`config.mk`:
```
export PLATFORM = sky130hd
export DESIGN_NAME = keypad_entry_ctrl
export DESIGN_NICKNAME = d
export VERILOG_FILES = /design/src/rtl/keypad_ctrl_pkg.sv /design/src/rtl/key_stable_counter.sv /design/src/rtl/keypad_entry_ctrl.sv
export SDC_FILE = /design/constraint.sdc
export NUM_CORES = 1
export LEC_CHECK = 0
export ABC_AREA = 1
export CAP_MARGIN = 10
export CORE_MARGIN = 3
export CORE_UTILIZATION = 53
export CTS_CLUSTER_DIAMETER = 120
export CTS_CLUSTER_SIZE = 40
export DETAILED_ROUTE_END_ITERATION = 8
export PLACE_DENSITY = 0.79
export SYNTH_ARGS = -nofsm -noshare
export SYNTH_HDL_FRONTEND = slang
export SYNTH_HIERARCHICAL = 1
export SYNTH_SLANG_ARGS = --single-unit
```
`constraint.sdc`:
```
create_clock -name clk -period 2.15 [get_ports clk]
set_input_delay 0.3225 -clock clk [delete_from_list [all_inputs] [get_ports clk]]
set_output_delay 0.3225 -clock clk [all_outputs]
set_load 0.1 [all_outputs]
```
`src/rtl/keypad_ctrl_pkg.sv`:
```
// Shared definitions for the keypad entry controller: key codes, ALU opcodes,
// FSM state encoding and small key classification helpers.
package keypad_ctrl_pkg;

    localparam logic [3:0] KEY_ADD = 4'hA;
    localparam logic [3:0] KEY_SUB = 4'hB;
    localparam logic [3:0] KEY_MUL = 4'hC;
    localparam logic [3:0] KEY_EQ  = 4'hD;
    localparam logic [3:0] KEY_CLR = 4'hE;
    localparam logic [3:0] KEY_BSP = 4'hF;

    localparam logic [1:0] OP_ADD = 2'b00;
    localparam logic [1:0] OP_SUB = 2'b01;
    localparam logic [1:0] OP_MUL = 2'b10;
    localparam logic [1:0] OP_EQ  = 2'b11;

    typedef enum logic [2:0] {
        IDLE         = 3'd0,
        DEBOUNCE     = 3'd1,
        ACCEPT       = 3'd2,
        ISSUE        = 3'd3,
        WAIT_RELEASE = 3'd4
    } state_t;

    function automatic logic is_digit(input logic [3:0] k);
        return k <= 4'd9;
    endfunction

    function automatic logic [1:0] key_to_op(input logic [3:0] k);
        case (k)
            KEY_ADD: return OP_ADD;
            KEY_SUB: return OP_SUB;
            KEY_MUL: return OP_MUL;
            KEY_EQ:  return OP_EQ;
            default: return OP_ADD;
        endcase
    endfunction

endpackage

```
`src/rtl/key_stable_counter.sv`:
```
// Saturating up-counter used to measure how long a key (or its release) has
// been stable. done is high while the count sits at HOLD_CYCLES-1.
module key_stable_counter #(
    parameter int unsigned HOLD_CYCLES = 8
) (
    input  logic clk,
    input  logic rst_n,
    input  logic clr,
    input  logic en,
    output logic done
);
    localparam int unsigned CW = (HOLD_CYCLES > 1) ? $clog2(HOLD_CYCLES) : 1;

    logic [CW-1:0] cnt_q, cnt_d;

    assign done = (cnt_q == CW'(HOLD_CYCLES - 1));

    // Next count: clear wins, otherwise count up and hold at the terminal value.
    always_comb begin
        cnt_d = cnt_q;
        if (clr) begin
            cnt_d = '0;
        end else if (en && !done) begin
            cnt_d = cnt_q + CW'(1);
        end
    end

    // Count register.
    always_ff @(posedge clk or negedge rst_n) begin
        if (!rst_n) begin
            cnt_q <= '0;
        end else begin
            cnt_q <= cnt_d;
        end
    end

endmodule

```
`src/rtl/keypad_entry_ctrl.sv`:
```
// Keypad entry controller: debounces key presses, builds a BCD operand from
// digit keys, handles clear/backspace locally and offers operand+opcode
// commands to the ALU over valid/ready.
// Optional feature macro: KEYPAD_AUTOREPEAT_EN (auto-repeat of held digit and
// backspace keys every REPEAT_CYCLES cycles).
module keypad_entry_ctrl
    import keypad_ctrl_pkg::*;
#(
    parameter int unsigned DIGITS        = 4,
    parameter int unsigned HOLD_CYCLES   = 8,
    parameter int unsigned REPEAT_CYCLES = 250000
) (
    input  logic                         clk,
    input  logic                         reset_n,
    input  logic [3:0]                   key_value,
    input  logic                         key_valid,
    output logic [4*DIGITS-1:0]          operand,
    output logic [$clog2(DIGITS+1)-1:0]  digit_count,
    output logic [1:0]                   opcode,
    output logic                         cmd_valid,
    input  logic                         cmd_ready,
    output logic                         clear_pulse,
    output logic                         overflow
);
    localparam int unsigned OW = 4 * DIGITS;
    localparam int unsigned CW = $clog2(DIGITS + 1);

    state_t        state_q, state_d;
    logic [3:0]    key_q, key_d;
    logic [OW-1:0] operand_q, operand_d;
    logic [CW-1:0] digit_count_q, digit_count_d;
    logic [1:0]    opcode_q, opcode_d;
    logic          cmd_valid_q, cmd_valid_d;
    logic          clear_pulse_q, clear_pulse_d;
    logic          overflow_q, overflow_d;
    logic          do_edit;

    logic deb_clr, deb_en, deb_done;
    logic rel_clr, rel_en, rel_done;

`ifdef KEYPAD_AUTOREPEAT_EN
    localparam int unsigned RW = (REPEAT_CYCLES > 1) ? $clog2(REPEAT_CYCLES) : 1;
    logic [RW-1:0] rpt_cnt_q, rpt_cnt_d;
`else
    logic unused_rpt;
    assign unused_rpt = ^REPEAT_CYCLES;
`endif

    key_stable_counter #(.HOLD_CYCLES(HOLD_CYCLES)) u_debounce (
        .clk   (clk),
        .rst_n (reset_n),
        .clr   (deb_clr),
        .en    (deb_en),
        .done  (deb_done)
    );

    key_stable_counter #(.HOLD_CYCLES(HOLD_CYCLES)) u_release (
        .clk   (clk),
        .rst_n (reset_n),
        .clr   (rel_clr),
        .en    (rel_en),
        .done  (rel_done)
    );

    // Next-state and next-output logic; digit/backspace edits are shared
    // between a normal accept and an auto-repeat re-application.
    always_comb begin
        state_d       = state_q;
        key_d         = key_q;
        operand_d     = operand_q;
        digit_count_d = digit_count_q;
        opcode_d      = opcode_q;
        cmd_valid_d   = cmd_valid_q;
        clear_pulse_d = 1'b0;
        overflow_d    = overflow_q;
        do_edit       = 1'b0;
        deb_clr       = 1'b1;
        deb_en        = 1'b0;
        rel_clr       = 1'b1;
        rel_en        = 1'b0;
`ifdef KEYPAD_AUTOREPEAT_EN
        rpt_cnt_d     = '0;
`endif
        case (state_q)
            IDLE: begin
                if (key_valid) begin
                    key_d   = key_value;
                    state_d = DEBOUNCE;
                end
            end
            DEBOUNCE: begin
                deb_clr = 1'b0;
                if (!key_valid) begin
                    state_d = IDLE;
                end else if (key_value != key_q) begin
                    key_d   = key_value;
                    deb_clr = 1'b1;
                end else begin
                    deb_en = 1'b1;
                    if (deb_done) begin
                        state_d = ACCEPT;
                    end
                end
            end
            ACCEPT: begin
                if (is_digit(key_q) || key_q == KEY_BSP) begin
                    do_edit = 1'b1;
                    state_d = WAIT_RELEASE;
                end else if (key_q == KEY_CLR) begin
                    operand_d     = '0;
                    digit_count_d = '0;
                    overflow_d    = 1'b0;
                    clear_pulse_d = 1'b1;
                    state_d       = WAIT_RELEASE;
                end else begin
                    opcode_d    = key_to_op(key_q);
                    cmd_valid_d = 1'b1;
                    state_d     = ISSUE;
                end
            end
            ISSUE: begin
                // The command stays frozen until the ALU takes it.
                if (cmd_ready) begin
                    cmd_valid_d   = 1'b0;
                    operand_d     = '0;
                    digit_count_d = '0;
                    overflow_d    = 1'b0;
                    state_d       = WAIT_RELEASE;
                end
            end
            WAIT_RELEASE: begin
                rel_clr = key_valid;
                rel_en  = !key_valid;
                if (!key_valid && rel_done) begin
                    state_d = IDLE;
                end
`ifdef KEYPAD_AUTOREPEAT_EN
                if (key_valid && key_value == key_q &&
                    (is_digit(key_q) || key_q == KEY_BSP)) begin
                    if (rpt_cnt_q == RW'(REPEAT_CYCLES - 1)) begin
                        do_edit = 1'b1;
                    end else begin
                        rpt_cnt_d = rpt_cnt_q + RW'(1);
                    end
                end
`endif
            end
            default: begin
                state_d = IDLE;
            end
        endcase

        if (do_edit) begin
            if (is_digit(key_q)) begin
                if (digit_count_q < CW'(DIGITS)) begin
                    operand_d     = (operand_q << 4) | OW'(key_q);
                    digit_count_d = digit_count_q + CW'(1);
                end else begin
                    overflow_d = 1'b1;
                end
            end else if (digit_count_q != '0) begin
                operand_d     = operand_q >> 4;
                digit_count_d = digit_count_q - CW'(1);
            end
        end
    end

    // FSM state and registered outputs.
    always_ff @(posedge clk or negedge reset_n) begin
        if (!reset_n) begin
            state_q       <= IDLE;
            key_q         <= '0;
            operand_q     <= '0;
            digit_count_q <= '0;
            opcode_q      <= '0;
            cmd_valid_q   <= 1'b0;
            clear_pulse_q <= 1'b0;
            overflow_q    <= 1'b0;
`ifdef KEYPAD_AUTOREPEAT_EN
            rpt_cnt_q     <= '0;
`endif
        end else begin
            state_q       <= state_d;
            key_q         <= key_d;
            operand_q     <= operand_d;
            digit_count_q <= digit_count_d;
            opcode_q      <= opcode_d;
            cmd_valid_q   <= cmd_valid_d;
            clear_pulse_q <= clear_pulse_d;
            overflow_q    <= overflow_d;
`ifdef KEYPAD_AUTOREPEAT_EN
            rpt_cnt_q     <= rpt_cnt_d;
`endif
        end
    end

    assign operand     = operand_q;
    assign digit_count = digit_count_q;
    assign opcode      = opcode_q;
    assign cmd_valid   = cmd_valid_q;
    assign clear_pulse = clear_pulse_q;
    assign overflow    = overflow_q;

endmodule

```
Word-level counts from Yosys, hierarchy flattened
Cells that the tools add are included.

cells by class
  add/subtract/negate cells = 4
  magnitude comparators = 2
  equal/unequal tests = 21
  mux-type cells = 58
  bitwise logic cells = 3
  reduce and logical (&&, ||, !) cells = 17

operators by type and width
  cell                                                    count
  2-to-1 mux 16 bit                                       7
  2-to-1 mux 3 bit                                        19
  case mux 16 bit (2 select lines)                        1
  2-to-1 mux 1 bit                                        22
  == test 4 bit (second input constant)                   5
  OR 16 x 4 -> 16 bit                                     1
  case mux 3 bit (5 select lines)                         1
  != test 2 bit (second input constant)                   7
  2-to-1 mux 4 bit                                        3
  adder 3 x 1 -> 3 bit (second input constant)            3
  == test 3 bit (second input constant)                   3
  case mux 4 bit (2 select lines)                         1
  AND reduction 4 bit                                     2
  nonzero test 2 bit                                      4
  == test 3 x 2 -> 1 bit (second input constant)          2
  case mux 2 bit (3 select lines)                         1
  case mux 3 bit (2 select lines)                         1
  AND reduction 5 bit                                     1
  less-or-equal comparator 4 bit (second input constant)  1
  != test 4 bit                                           1
  case mux 1 bit (2 select lines)                         2
  == test 3 x 1 -> 1 bit (second input constant)          1
  logical AND 1 bit                                       3
  logical NOT 1 bit                                       3
  9 further kinds                                         10

storage, ports and cells
  register bits after elaboration = 37
  bits of input ports = 8
  output and inout bits = 24
  word-level logic and storage cells = 115

Depth between registers and ports, before layout
Gate-level depths: netlist of run 1.

  depth in word-level cells = 7
  gate-level depth with buffers = 10
  depth with buffers taken out = 10

Modules after synthesis
Netlist of run 1, hierarchy kept.

modules (own cells, without submodules)
  module              instances  cells each  area each (µm²)
  keypad_entry_ctrl   1          214         1722.9
  key_stable_counter  2          20          175.2

Least setup slack after synthesis of run 1
Ideal clock, no wire load.

  path type = flip-flop to flip-flop
  start = register digit_count_q[0] (netlist: digit_count[0])
  end = register operand_q[4] (netlist: operand[4])
  arrival time = 2.054 ns
  data required time = 2.081 ns
  path slack = 0.027 ns
  stages on the path, launching flop included = 10
  buffers on the path = 0
  cells stage by stage = dfrtp_1 > inv_1 > ha_1 > nand2_1 > inv_1 > nor2_4 > inv_1 > nor3_1 > a21oi_1 > nand2_1

between the ends
  cells in the longest elaborated chain, start to end = 4
  elaborated cells between the ends (all ways) = 6

ends and longest elaborated chain
  what                                                      line                                                text
  start, declared                                           keypad_entry_ctrl.sv:31                             logic [CW-1:0] digit_count_q, digit_count_d;
  start signal, assigned                                    keypad_entry_ctrl.sv:186                            digit_count_q <= digit_count_d;
  < comparator 3 bit or nonzero test 3 bit (tied branches)  keypad_entry_ctrl.sv:155, keypad_entry_ctrl.sv:161
  2-to-1 mux 16 bit, on equally long branches               keypad_entry_ctrl.sv:155, keypad_entry_ctrl.sv:161
  2-to-1 mux 16 bit *                                       keypad_entry_ctrl.sv:154                            if (is_digit(key_q)) begin
  2-to-1 mux 16 bit *                                       keypad_entry_ctrl.sv:153                            if (do_edit) begin
  net operand_d[4]                                          keypad_entry_ctrl.sv:30                             logic [OW-1:0] operand_q, operand_d;
  end signal, assigned                                      keypad_entry_ctrl.sv:185                            operand_q <= operand_d;
  end, declared                                             keypad_entry_ctrl.sv:30

The timed path passes the listed nets; every way through them passes the cells marked *.
A chain may end at the register's enable or synchronous reset.

Worst setup path after layout of run 1
  start = register key_q[3]
  end = register u_debounce.cnt_q[2]

between the ends
  cells in the longest elaborated chain, start to end = 6
  elaborated cells between the ends (all ways) = 10

ends and longest elaborated chain
  what                                 line                      text
  start, declared                      keypad_entry_ctrl.sv:29   logic [3:0] key_q, key_d;
  start signal, assigned               keypad_entry_ctrl.sv:184  key_q <= key_d;
  != test 4 bit                        keypad_entry_ctrl.sv:95   end else if (key_value != key_q) begin
  2-to-1 mux 1 bit                     keypad_entry_ctrl.sv:95
  2-to-1 mux 1 bit                     keypad_entry_ctrl.sv:93   if (!key_valid) begin
  2-to-1 mux 1 bit                     keypad_entry_ctrl.sv:84   case (state_q)
  net deb_en                           keypad_entry_ctrl.sv:38   logic deb_clr, deb_en, deb_done;
  logical AND 1 bit                    key_stable_counter.sv:23  end else if (en && !done) begin
  nonzero test 2 bit (no source line)  -
  end signal, assigned                 key_stable_counter.sv:33  cnt_q <= cnt_d;
  end, declared                        key_stable_counter.sv:14  logic [CW-1:0] cnt_q, cnt_d;

The timed path passes the listed nets, and every way through them passes these cells.

==> impl_metrics.csv, run 1 <==
group,metric,value,unit
outcome,status,"completed",
critical_path,start_kind,"flop",
finish,n_antenna_cell,0,
floorplanning,num_io_pins,32,
sta,hold_viol,0,
clock_tree,htreeDepth,2,
sta,drv_slew,0,
sta,finalSetupTns,0,ns
clock_tree,cts_hold_buffers,0,
flow_run,cap_violations,0,
placed_design,place_congestion,0.848,
floorplanning,rows,22,
floorplanning,start_util,55.8,%
critical_path,worstSetupPathType,"flop to flop",
critical_path,cp.required,2.38,ns
critical_path,reg2reg_from,"key_q[3]",
sta,setup-violations-final,0,
floorplanning,core-area,3720,um^2
routing,vias,1814,
sta,min_period,1.79,ns
clock_tree,clockBufferDepth,2,
routing,routed_via_density,5.37,
placed_design,io_buffers,31,
grt,grt_pass1_vias,1785,
finish,n_fill_cell,335,
critical_path,r2r_setup_slack,0.36,ns
clock_tree,postCtsSetupRepairBufs,0,
yosys,synth_warnings,6,
grt,grt_pass1_wl,7.71,mm
clock_tree,cts_buffers,5,
yosys,synth_cell_types,30,
critical_path,ff2ff_path_depth,10,
critical_path,crit_path_max_fanout,7,
sta,rsz0062_at_grt,"no",
yosys,synth_nets,269,
grt,grt_usage,21.7,%
sta,tightest_slew,0.810,ns
routing,postRouteAntennaNets,0,
clock_tree,insertion_delay,0.30,ns
yosys,yosysTopAreaCell,"dfrtp_1",
sta,skew,0.00857,ns
yosys,synth_area_leaders,"dfrtp_1 45%, nand3_1 11%, nand2_1 10%",
critical_path,critPathArrivalTime,2.02,ns
clock_tree,root_buffer,"clkbuf_8",
yosys,synthCells,254,
grt,antenna_found_initial,0,
yosys,yosysSeqAreaShare,44.7,%
routing,drt-total-wl,4.48,mm
routing,remaining_drc_errors,0,
floorplanning,dieHeight,68.5,um
routing,wl_per_cell,13.2,um
clock_tree,clk_pin_slew,0.08,ns
yosys,ys_seq_elements,37,
routing,dr.pass1.iters,4,
grt,grt_overflow,0,
placed_design,place.detailed.hpwl,3.15,mm
grt,grt_max_degree,38,
finish,nets,304,
clock_tree,cts_tree,"done",
yosys,synth_top_area_share,44.7,%
critical_path,regToRegEndpoint,"u_debounce/cnt_q[2]",
sta,fin_crit_sh,83.2,%
routing,drt-initial-drc-count,137,
hold_path,hold_path_class,"input port to async pin",
clock_tree,cts_resized,0,
floorplanning,fp.dieW,68.5,um
yosys,synthesis.area,2070,um^2
floorplanning,die_area,4700,um^2
finish,layout-drive-gt1-share,19.3,%
sta,fmax,559,MHz
finish,area_growth,17.7,%
sta,slew_headroom,46.0,%
critical_path,crit_path_end_kind,"flop",
clock_tree,cts.sinks,37,
yosys,syn-mean-instance-area,8.16,um^2
sequential cells by signal, indices dropped and copies added, names as in the netlist:
signal / cells
digit_count: 3
u_debounce/cnt_q: 3
clear_pulse: 1
cmd_valid: 1
state_q: 3
overflow: 1
opcode: 2
operand: 16
key_q: 4
u_release/cnt_q: 3
cell type report:
class	instances	area [um^2]	area share [%]
clock buffers	6	82.6	3.38
repair buffers	32	253	10.4
multi-input cells	175	958	39.3
inverters	38	148	6.05
well taps	48	60.1	2.46
clock inverters	2	13.8	0.564
flip-flops and latches	37	926	37.9
logic make-up (layout without fill, tap and decap cells):
logic type / Yosys count / count (layout) / share of synthesized area, %
compound gates: 34 / 34 / 10.1
xor+xnor: 1 / 1 / 0.423
simple gates: 133 / 133 / 31.5
flops: 37 / 37 / 44.7
fa+ha+maj: 7 / 7 / 4.22
buf+inv: 42 / 78 / 9.11
synthesized netlist by cell type:
| library cell | instances |
|---|---|
| inv_4 | 1 |
| nand2_4 | 1 |
| o41ai_1 | 1 |
| inv_2 | 4 |
| nand4_1 | 3 |
| clkinv_1 | 1 |
| dfrtp_1 | 37 |
| nand2_2 | 3 |
| nand3_2 | 2 |
| nor2_1 | 13 |
| nor2_4 | 3 |
| nor4_1 | 2 |
| o21ai_4 | 1 |
| nand2_1 | 55 |
| nor2_8 | 1 |
| nand3_4 | 1 |
| buf_6 | 2 |
| clkbuf_8 | 1 |
| a21oi_1 | 8 |
| ha_1 | 7 |
| o21ai_0 | 17 |
| o211ai_1 | 2 |
| a32oi_1 | 2 |
| buf_2 | 1 |
| xnor2_1 | 1 |
| o21ai_2 | 3 |
| nor3_1 | 5 |
| clkinv_2 | 2 |
| inv_1 | 30 |
| nand3_1 | 44 |
through the flow:
step	utilization, %	area (um^2)	std cells	worst slack, ns	hold WS [ns]
global placement	63.1	2340	330	0.224	0.462
CTS	65.7	2440	338	0.386	0.144
detailed placement	63.1	2340	330	0.123	0.464
finish	65.7	2440	338	0.361	0.112
global route	65.7	2440	338	0.0657	0.177
floorplan	-	2070	254	0.0266	0.0269
worst max-delay path by stage:
stage          slack (ns)                   to            from  depth (start not counted)
2_1_floorplan        0.03           operand[4]  digit_count[0]                          9
3_3_place_gp         0.22  u_debounce/cnt_q[0]    key_value[1]                         11
3_5_place_dp         0.12  u_debounce/cnt_q[0]    key_value[1]                         11
4_1_cts              0.39  u_debounce/cnt_q[0]        key_q[3]                         10
5_1_grt              0.07  u_debounce/cnt_q[0]        key_q[3]                         10
6_report             0.36  u_debounce/cnt_q[2]        key_q[3]                         10
metal layers:
metal	routed length (um)	up-vias	GRT usage, %
met5	0	-	0
li1	-	912	-
met1	2060	848	26.9
met2	2150	50	36.6
met4	31	0	7.20
met3	237	4	5.51
worst max-delay path, stage by stage, from the launching register on:
cell and delay [ns]:
dfrtp_1 0.45, inv_1 0.17, nand2_1 0.09, nand2_1 0.04, nor2_1 0.11, nand2_1 0.11, nor4_1 0.35, inv_1 0.14
nor2_4 0.13, nand3_1 0.08, nand2_1 0.06
placed cells by master (no fill, tap or decap), types with 2 or more instances in the layout:
master | Yosys | routed
nand3_2 | 2 | 2
a21oi_1 | 8 | 8
clkbuf_8 | 1 | 6
clkinv_2 | 2 | 3
inv_1 | 30 | 30
clkdlybuf4s50_1 | 0 | 6
nand4_1 | 3 | 3
nor4_1 | 2 | 2
dfrtp_1 | 37 | 37
inv_2 | 4 | 4
o21ai_0 | 17 | 17
buf_4 | 0 | 25
nor3_1 | 5 | 5
o21ai_2 | 3 | 3
nor2_4 | 3 | 3
ha_1 | 7 | 7
nor2_1 | 13 | 13
nand2_1 | 55 | 55
nand3_1 | 44 | 44
nand2_2 | 3 | 3
o211ai_1 | 2 | 2
a32oi_1 | 2 | 2
Power of run 1 is left out: the tool's default activity adds up to more than one toggle a clock period on the data nets, which glitch-free logic cannot reach.
==> inputs of run 2 (changes only) <==
--- a/config.mk
+++ b/config.mk
@@ -8,11 +8,11 @@
 export ABC_AREA = 1
 export CAP_MARGIN = 10
 export CORE_MARGIN = 3
-export CORE_UTILIZATION = 53
+export CORE_UTILIZATION = 48
 export CTS_CLUSTER_DIAMETER = 120
 export CTS_CLUSTER_SIZE = 40
 export DETAILED_ROUTE_END_ITERATION = 8
-export PLACE_DENSITY = 0.79
+export PLACE_DENSITY = 0.75
 export SYNTH_ARGS = -nofsm -noshare
 export SYNTH_HDL_FRONTEND = slang
 export SYNTH_HIERARCHICAL = 1
==> constraint.sdc (replaced) <==
create_clock -name clk -period 1.64 [get_ports clk]
set_input_delay 0.246 -clock clk [delete_from_list [all_inputs] [get_ports clk]]
set_output_delay 0.246 -clock clk [all_outputs]
set_load 0.1 [all_outputs]
==> run 2 against run 1 <==
Effect of this change:
- the flow now finishes with violations (negative hold slack)
- cell count up 5.0%
- die area up 9.5%
- clock-buffer cell count up 1
- clock skew down 0.00069 ns
- sequential share of layout area down 5.7 points
- hold slack worse by 0.12 ns
- via count up 3.3%
- core utilization up 5.5 points
- fmax up 15%
- wire length up 8.9%
- critical path type unchanged
- critical endpoint is now operand[2]
- highest routed layer unchanged
==> impl_metrics.csv, run 2 (same netlist as run 1, synthesis figures left out) <==
group,metric,value,unit
outcome,status,"finished with violations",
outcome,violations,"negative hold slack",
critical_path,crit_path_end_kind,"flop",
clock_tree,clockBufferDepth,2,
critical_path,cp.required,1.82,ns
critical_path,critPathMaxStageDelay,0.47,ns
grt,antenna_found_initial,0,
grt,grt_overflow,0,
sta,whs,-0.0110,ns
sta,fmax,644,MHz
sta,hold_viol,17,
critical_path,regToRegEndpoint,"operand[2]",
floorplanning,start_util,50.7,%
critical_path,cp_slowest_cell,"dfrtp_4",
critical_path,critPathArrivalTime,1.74,ns
placed_design,io_buffers,31,
critical_path,path_cells,"inv_2 -> ha_1 -> nand2_1 -> inv_1 -> nand2_1 -> nand3_4 -> nand3_1 -> o21ai_0",
sta,setup-violations-final,0,
sta,finalSetupTns,0,ns
clock_tree,insertion_delay,0.30,ns
clock_tree,cts_tree,"done",
critical_path,r2r_setup_slack,0.09,ns
critical_path,ff2ff_path_depth,8,
routing,wl_per_cell,13.7,um
finish,layout-drive-gt1-share,26.9,%
sta,min_period,1.55,ns
sta,fin_crit_sh,94.7,%
placed_design,dp_slack,-0.182,ns
critical_path,reg2reg_from,"digit_count[0]",
placed_design,place.detailed.hpwl,3.39,mm
grt,top_usage_layer,"met2",
finish,nets,319,
clock_tree,cts_buffers,5,
grt,grt_use_met3,5.33,%
routing,vias,1874,
critical_path,cp-startpoint,"digit_count[0]",
grt,grt_pass1_wl,8.16,mm
floorplanning,rows,23,
critical_path,endpoint,"operand[2]",
routing,routed_via_density,5.28,
finish,final_common_cell,"nand2_1",
sta,setup_slack,0.0863,ns
sta,drv_slew,0,
critical_path,cp_num_cells,8,
grt,grt_max_degree,38,
grt,met1_usage,26.0,%
critical_path,start_kind,"flop",
finish,final_cells,355,
critical_path,worstSetupPathType,"flop to flop",
finish,final_cell_mix,"55 x nand2_1, 44 x nand3_1, 31 x dfrtp_1",
floorplanning,num_io_pins,32,
sta,tightest_slew,0.486,ns
floorplanning,core-area,4090,um^2
routing,remaining_drc_errors,0,
critical_path,crit_path_max_fanout,10,
hold_path,hold_path_class,"input port to async pin",
critical_path,crit_family,"simple AND/OR/NAND/NOR gates",
sta,skew,0.00788,ns
routing,drt-total-wl,4.87,mm
clock_tree,htreeDepth,2,
finish,largest_reg_flops,16,
finish,n_fill_cell,307,
clock_tree,clk_pin_slew,0.08,ns
grt,grt_usage,20.0,%
finish,area_growth,40.3,%
clock_tree,root_buffer,"clkbuf_8",
clock_tree,cts.sinks,37,
placed_design,dp.cells,344,
grt,grt_util_met2,31.4,%
finish,n_antenna_cell,0,
critical_path,crit_buf_inv,2,
routing,dr.pass1.iters,4,
floorplanning,fp.dieW,71.7,um
sta,slew_headroom,67.6,%
grt,grt_pass1_vias,1819,
critical_path,crit_top_cell,"nand2_1",
floorplanning,dieHeight,71.7,um
routing,drt-initial-drc-count,139,
routing,postRouteAntennaNets,0,
floorplanning,die_area,5140,um^2
flow_run,cap_violations,0,
placed_design,place_congestion,0.899,
==> run 2: changes by cell type in the layout (fill, tap and decap cells not counted), sizes merged <==
| cell | previous run | this run |
|---|---|---|
| clkbuf | 6 | 7 |
| buf | 26 | 40 |
| clkinv | 5 | 4 |
| nand3 | 47 | 48 |
==> run 2: through the flow <==
step / cell area, um^2 / utilization (%) / hold WS (ns)
after global routing: 2910 / 71.2 / 0.0254
after global placement: 2760 / 67.5 / 0.319
after detailed placement: 2760 / 67.5 / 0.322
after floorplan: 2080 / - / -0.0496
after CTS: 2860 / 70.0 / 0.00329
final: 2910 / 71.2 / -0.0110
==> run 2: layout make-up <==
class	count	area (um^2)	area share, %
Clock buffer	7	96.3	3.31
Clock inverter	1	5.00	0.172
Inverter	38	148	5.08
Multi-Input combinational cell	176	987	34.0
Sequential cell	37	938	32.3
Tap cell	50	62.6	2.15
Timing Repair Buffer	46	671	23.1
==> run 2: how the worst min path moves through the flow <==
stage                     cells past startpoint        endpoint  slack, ns
after floorplan                               0     clear_pulse      -0.05
after global placement                        2  digit_count[0]       0.32
after detailed placement                      2  digit_count[1]       0.32
after CTS                                     2     operand[11]      0.003
after global routing                          2     clear_pulse       0.03
final                                         2  digit_count[1]      -0.01
==> run 2: what timing repair did <==
item,in CTS,in global routing
hold buffers,0,0
resized for setup,0,8
setup buffers,0,2
endpoints found under the setup margin,0,18
==> run 2: metal layers <==
layer  up-vias  routed length, um  share of wire [%]
li1        943                  -                  -
met1       866               2110                 43
met2        56               2460                 50
met3         9                241                4.9
met4         0                 61                1.3
met5         -                  0                  0
Power of run 2 is left out for the same reason.
==> inputs of run 3 (changes only) <==
--- a/config.mk
+++ b/config.mk
@@ -6,13 +6,12 @@
 export NUM_CORES = 1
 export LEC_CHECK = 0
 export ABC_AREA = 1
-export CAP_MARGIN = 10
 export CORE_MARGIN = 3
-export CORE_UTILIZATION = 48
+export CORE_UTILIZATION = 53
 export CTS_CLUSTER_DIAMETER = 120
 export CTS_CLUSTER_SIZE = 40
 export DETAILED_ROUTE_END_ITERATION = 8
-export PLACE_DENSITY = 0.75
+export PLACE_DENSITY = 0.79
 export SYNTH_ARGS = -nofsm -noshare
 export SYNTH_HDL_FRONTEND = slang
 export SYNTH_HIERARCHICAL = 1
==> constraint.sdc (replaced) <==
create_clock -name clk -period 1.51 [get_ports clk]
set_input_delay 0.2265 -clock clk [delete_from_list [all_inputs] [get_ports clk]]
set_output_delay 0.2265 -clock clk [all_outputs]
set_load 0.1 [all_outputs]
==> run 3 against run 2 <==
Effect of this change:
- the flow finishes with violations (negative setup slack)
- setup slack got worse by 0.27 ns
- flip-flop and latch count unchanged
- die area fell by 8.7%
- first-iteration DRC count increased to 2.9 times the previous value
- sequential share of layout area is 2.9 points lower
- core utilization up 15 points
- critical path type is now input port to flop
==> impl_metrics.csv, run 3 (same netlist as run 1, synthesis figures left out) <==
group,metric,value,unit
sta,skew,0.00940,ns
floorplanning,num_io_pins,32,
routing,wl_per_cell,18.3,um
finish,area_growth,54.1,%
placed_design,place.detailed.hpwl,3.65,mm
grt,grt_overflow,0,
routing,drt-initial-drc-count,397,
grt,grt_util_met2,42.2,%
finish,n_antenna_cell,0,
critical_path,cp.required,1.74,ns
placed_design,io_buffers,31,
grt,grt_max_degree,28,
placed_design,place_congestion,0.907,
floorplanning,core-area,3720,um^2
hold_path,hold_path_class,"input port to flop",
routing,vias,2216,
floorplanning,fp.dieW,68.5,um
clock_tree,htreeDepth,2,
grt,antenna_found_initial,0,
critical_path,crit_path_max_fanout,3,
outcome,status,"finished with violations",
critical_path,crit_path_end_kind,"flop",
sta,whs,0.265,ns
clock_tree,cts_buffers,5,
sta,finalSetupTns,-0.744,ns
grt,grt_pass1_vias,1934,
grt,grt_pass1_wl,8.70,mm
sta,rsz0062_at_grt,"yes",
critical_path,critPathArrivalTime,1.93,ns
outcome,violations,"negative setup slack",
sta,tightest_slew,0.636,ns
sta,slew_headroom,57.6,%
finish,layout-drive-gt1-share,36.9,%
clock_tree,insertion_delay,0.30,ns
critical_path,start_kind,"input port",
critical_path,worstSetupPathType,"input port to flop",
sta,setup_slack,-0.184,ns
sta,hold_viol,0,
sta,fmax,590,MHz
grt,met1_usage,31.4,%
grt,top_usage_layer,"met2",
flow_run,cap_violations,0,
floorplanning,rows,22,
sta,min_period,1.69,ns
routing,dr.pass1.iters,6,
routing,routed_via_density,5.94,
finish,final_cell_mix,"50 x nand2_1, 43 x nand3_1, 32 x dfrtp_1",
clock_tree,cts.sinks,37,
sta,fin_crit_sh,112,%
floorplanning,die_area,4700,um^2
finish,nets,339,
floorplanning,dieHeight,68.5,um
sta,drv_slew,0,
routing,postRouteAntennaNets,0,
floorplanning,start_util,55.8,%
clock_tree,clk_pin_slew,0.08,ns
grt,grt_use_met3,5.19,%
clock_tree,root_buffer,"clkbuf_8",
clock_tree,cts_tree,"done",
grt,grt_usage,25.0,%
finish,final_common_cell,"nand2_1",
sta,setup-violations-final,13,
clock_tree,clockBufferDepth,2,
finish,largest_reg_flops,16,
routing,drt-total-wl,6.84,mm
routing,remaining_drc_errors,0,
run 3: cell types whose count changed in the layout (fill, tap and decap cells not counted), sizes merged:
| cell | delta |
|---|---|
| buf | +17 |
| bufinv | +1 |
| clkdlybuf4s50 | -1 |
| clkinv | -2 |
| clkinvlp | +2 |
| dlygate4sd3 | +1 |
| dlymetal6s2s | +1 |
| nand3 | +1 |
run 3: layout make-up:
class | instances | area (um^2)
Tap cell | 48 | 60.1
Timing Repair Buffer | 64 | 840
Multi-Input combinational cell | 177 | 1080
Timing Repair inverter | 1 | 5.00
Sequential cell | 37 | 940
Inverter | 38 | 156
Clock buffer | 7 | 86.3
Clock inverter | 1 | 30.0
Fill cell | 172 | 520
run 3: per-stage QoR:
stage               util [%]  std cells  setup WS, ns  cell area [um^2]
floorplan                  -        254       0.00345              2130
global placement        76.2        346        -0.217              2830
detailed placement      76.2        346        -0.289              2830
CTS                     80.2        356       0.00451              2980
global route            86.0        373        -0.298              3200
finish                  86.0        373        -0.184              3200
run 3: what timing repair did:
action                                 in CTS  in global routing
pin swaps                                   0                  8
gates cloned                                0                  3
endpoints found under the hold margin      25                  0
setup buffers                               1                 14
hold buffers                                1                  0
gates resized for setup                     4                 22
setup endpoints to repair                   6                 29
run 3: worst max-delay path: stages:
cell and delay (ns):
clkdlybuf4s50_1 0.51, inv_1 0.09, nand2_1 0.09, nand2_1 0.08
nor2_2 0.13, nand2_2 0.11, nor4_4 0.28, inv_2 0.08
nor2_4 0.11, nand3_1 0.11, nand2_1 0.11
run 3: layer usage:
metal / part of all wire (%) / up-vias
met2: 49 / 159
met1: 38 / 1035
li1: - / 984
met3: 9.0 / 38
met4: 4.3 / 0
met5: 0 / -
run 3: final timing paths:
check / start / end / slack, ns / cells past startpoint
max in group asynchronous: reset_n / operand[13] / 0.47 / 3
setup / recovery: key_value[2] / u_debounce/cnt_q[2] / -0.18 / 11
setup reg to reg: key_q[2] / u_debounce/cnt_q[2] / -0.15 / 10
min in group asynchronous: reset_n / key_q[2] / 0.48 / 2
hold / removal: key_value[3] / key_q[3] / 0.27 / 3
hold reg to reg: u_release/cnt_q[1] / u_release/cnt_q[1] / 0.53 / 2
Power of run 3 is left out for the same reason.
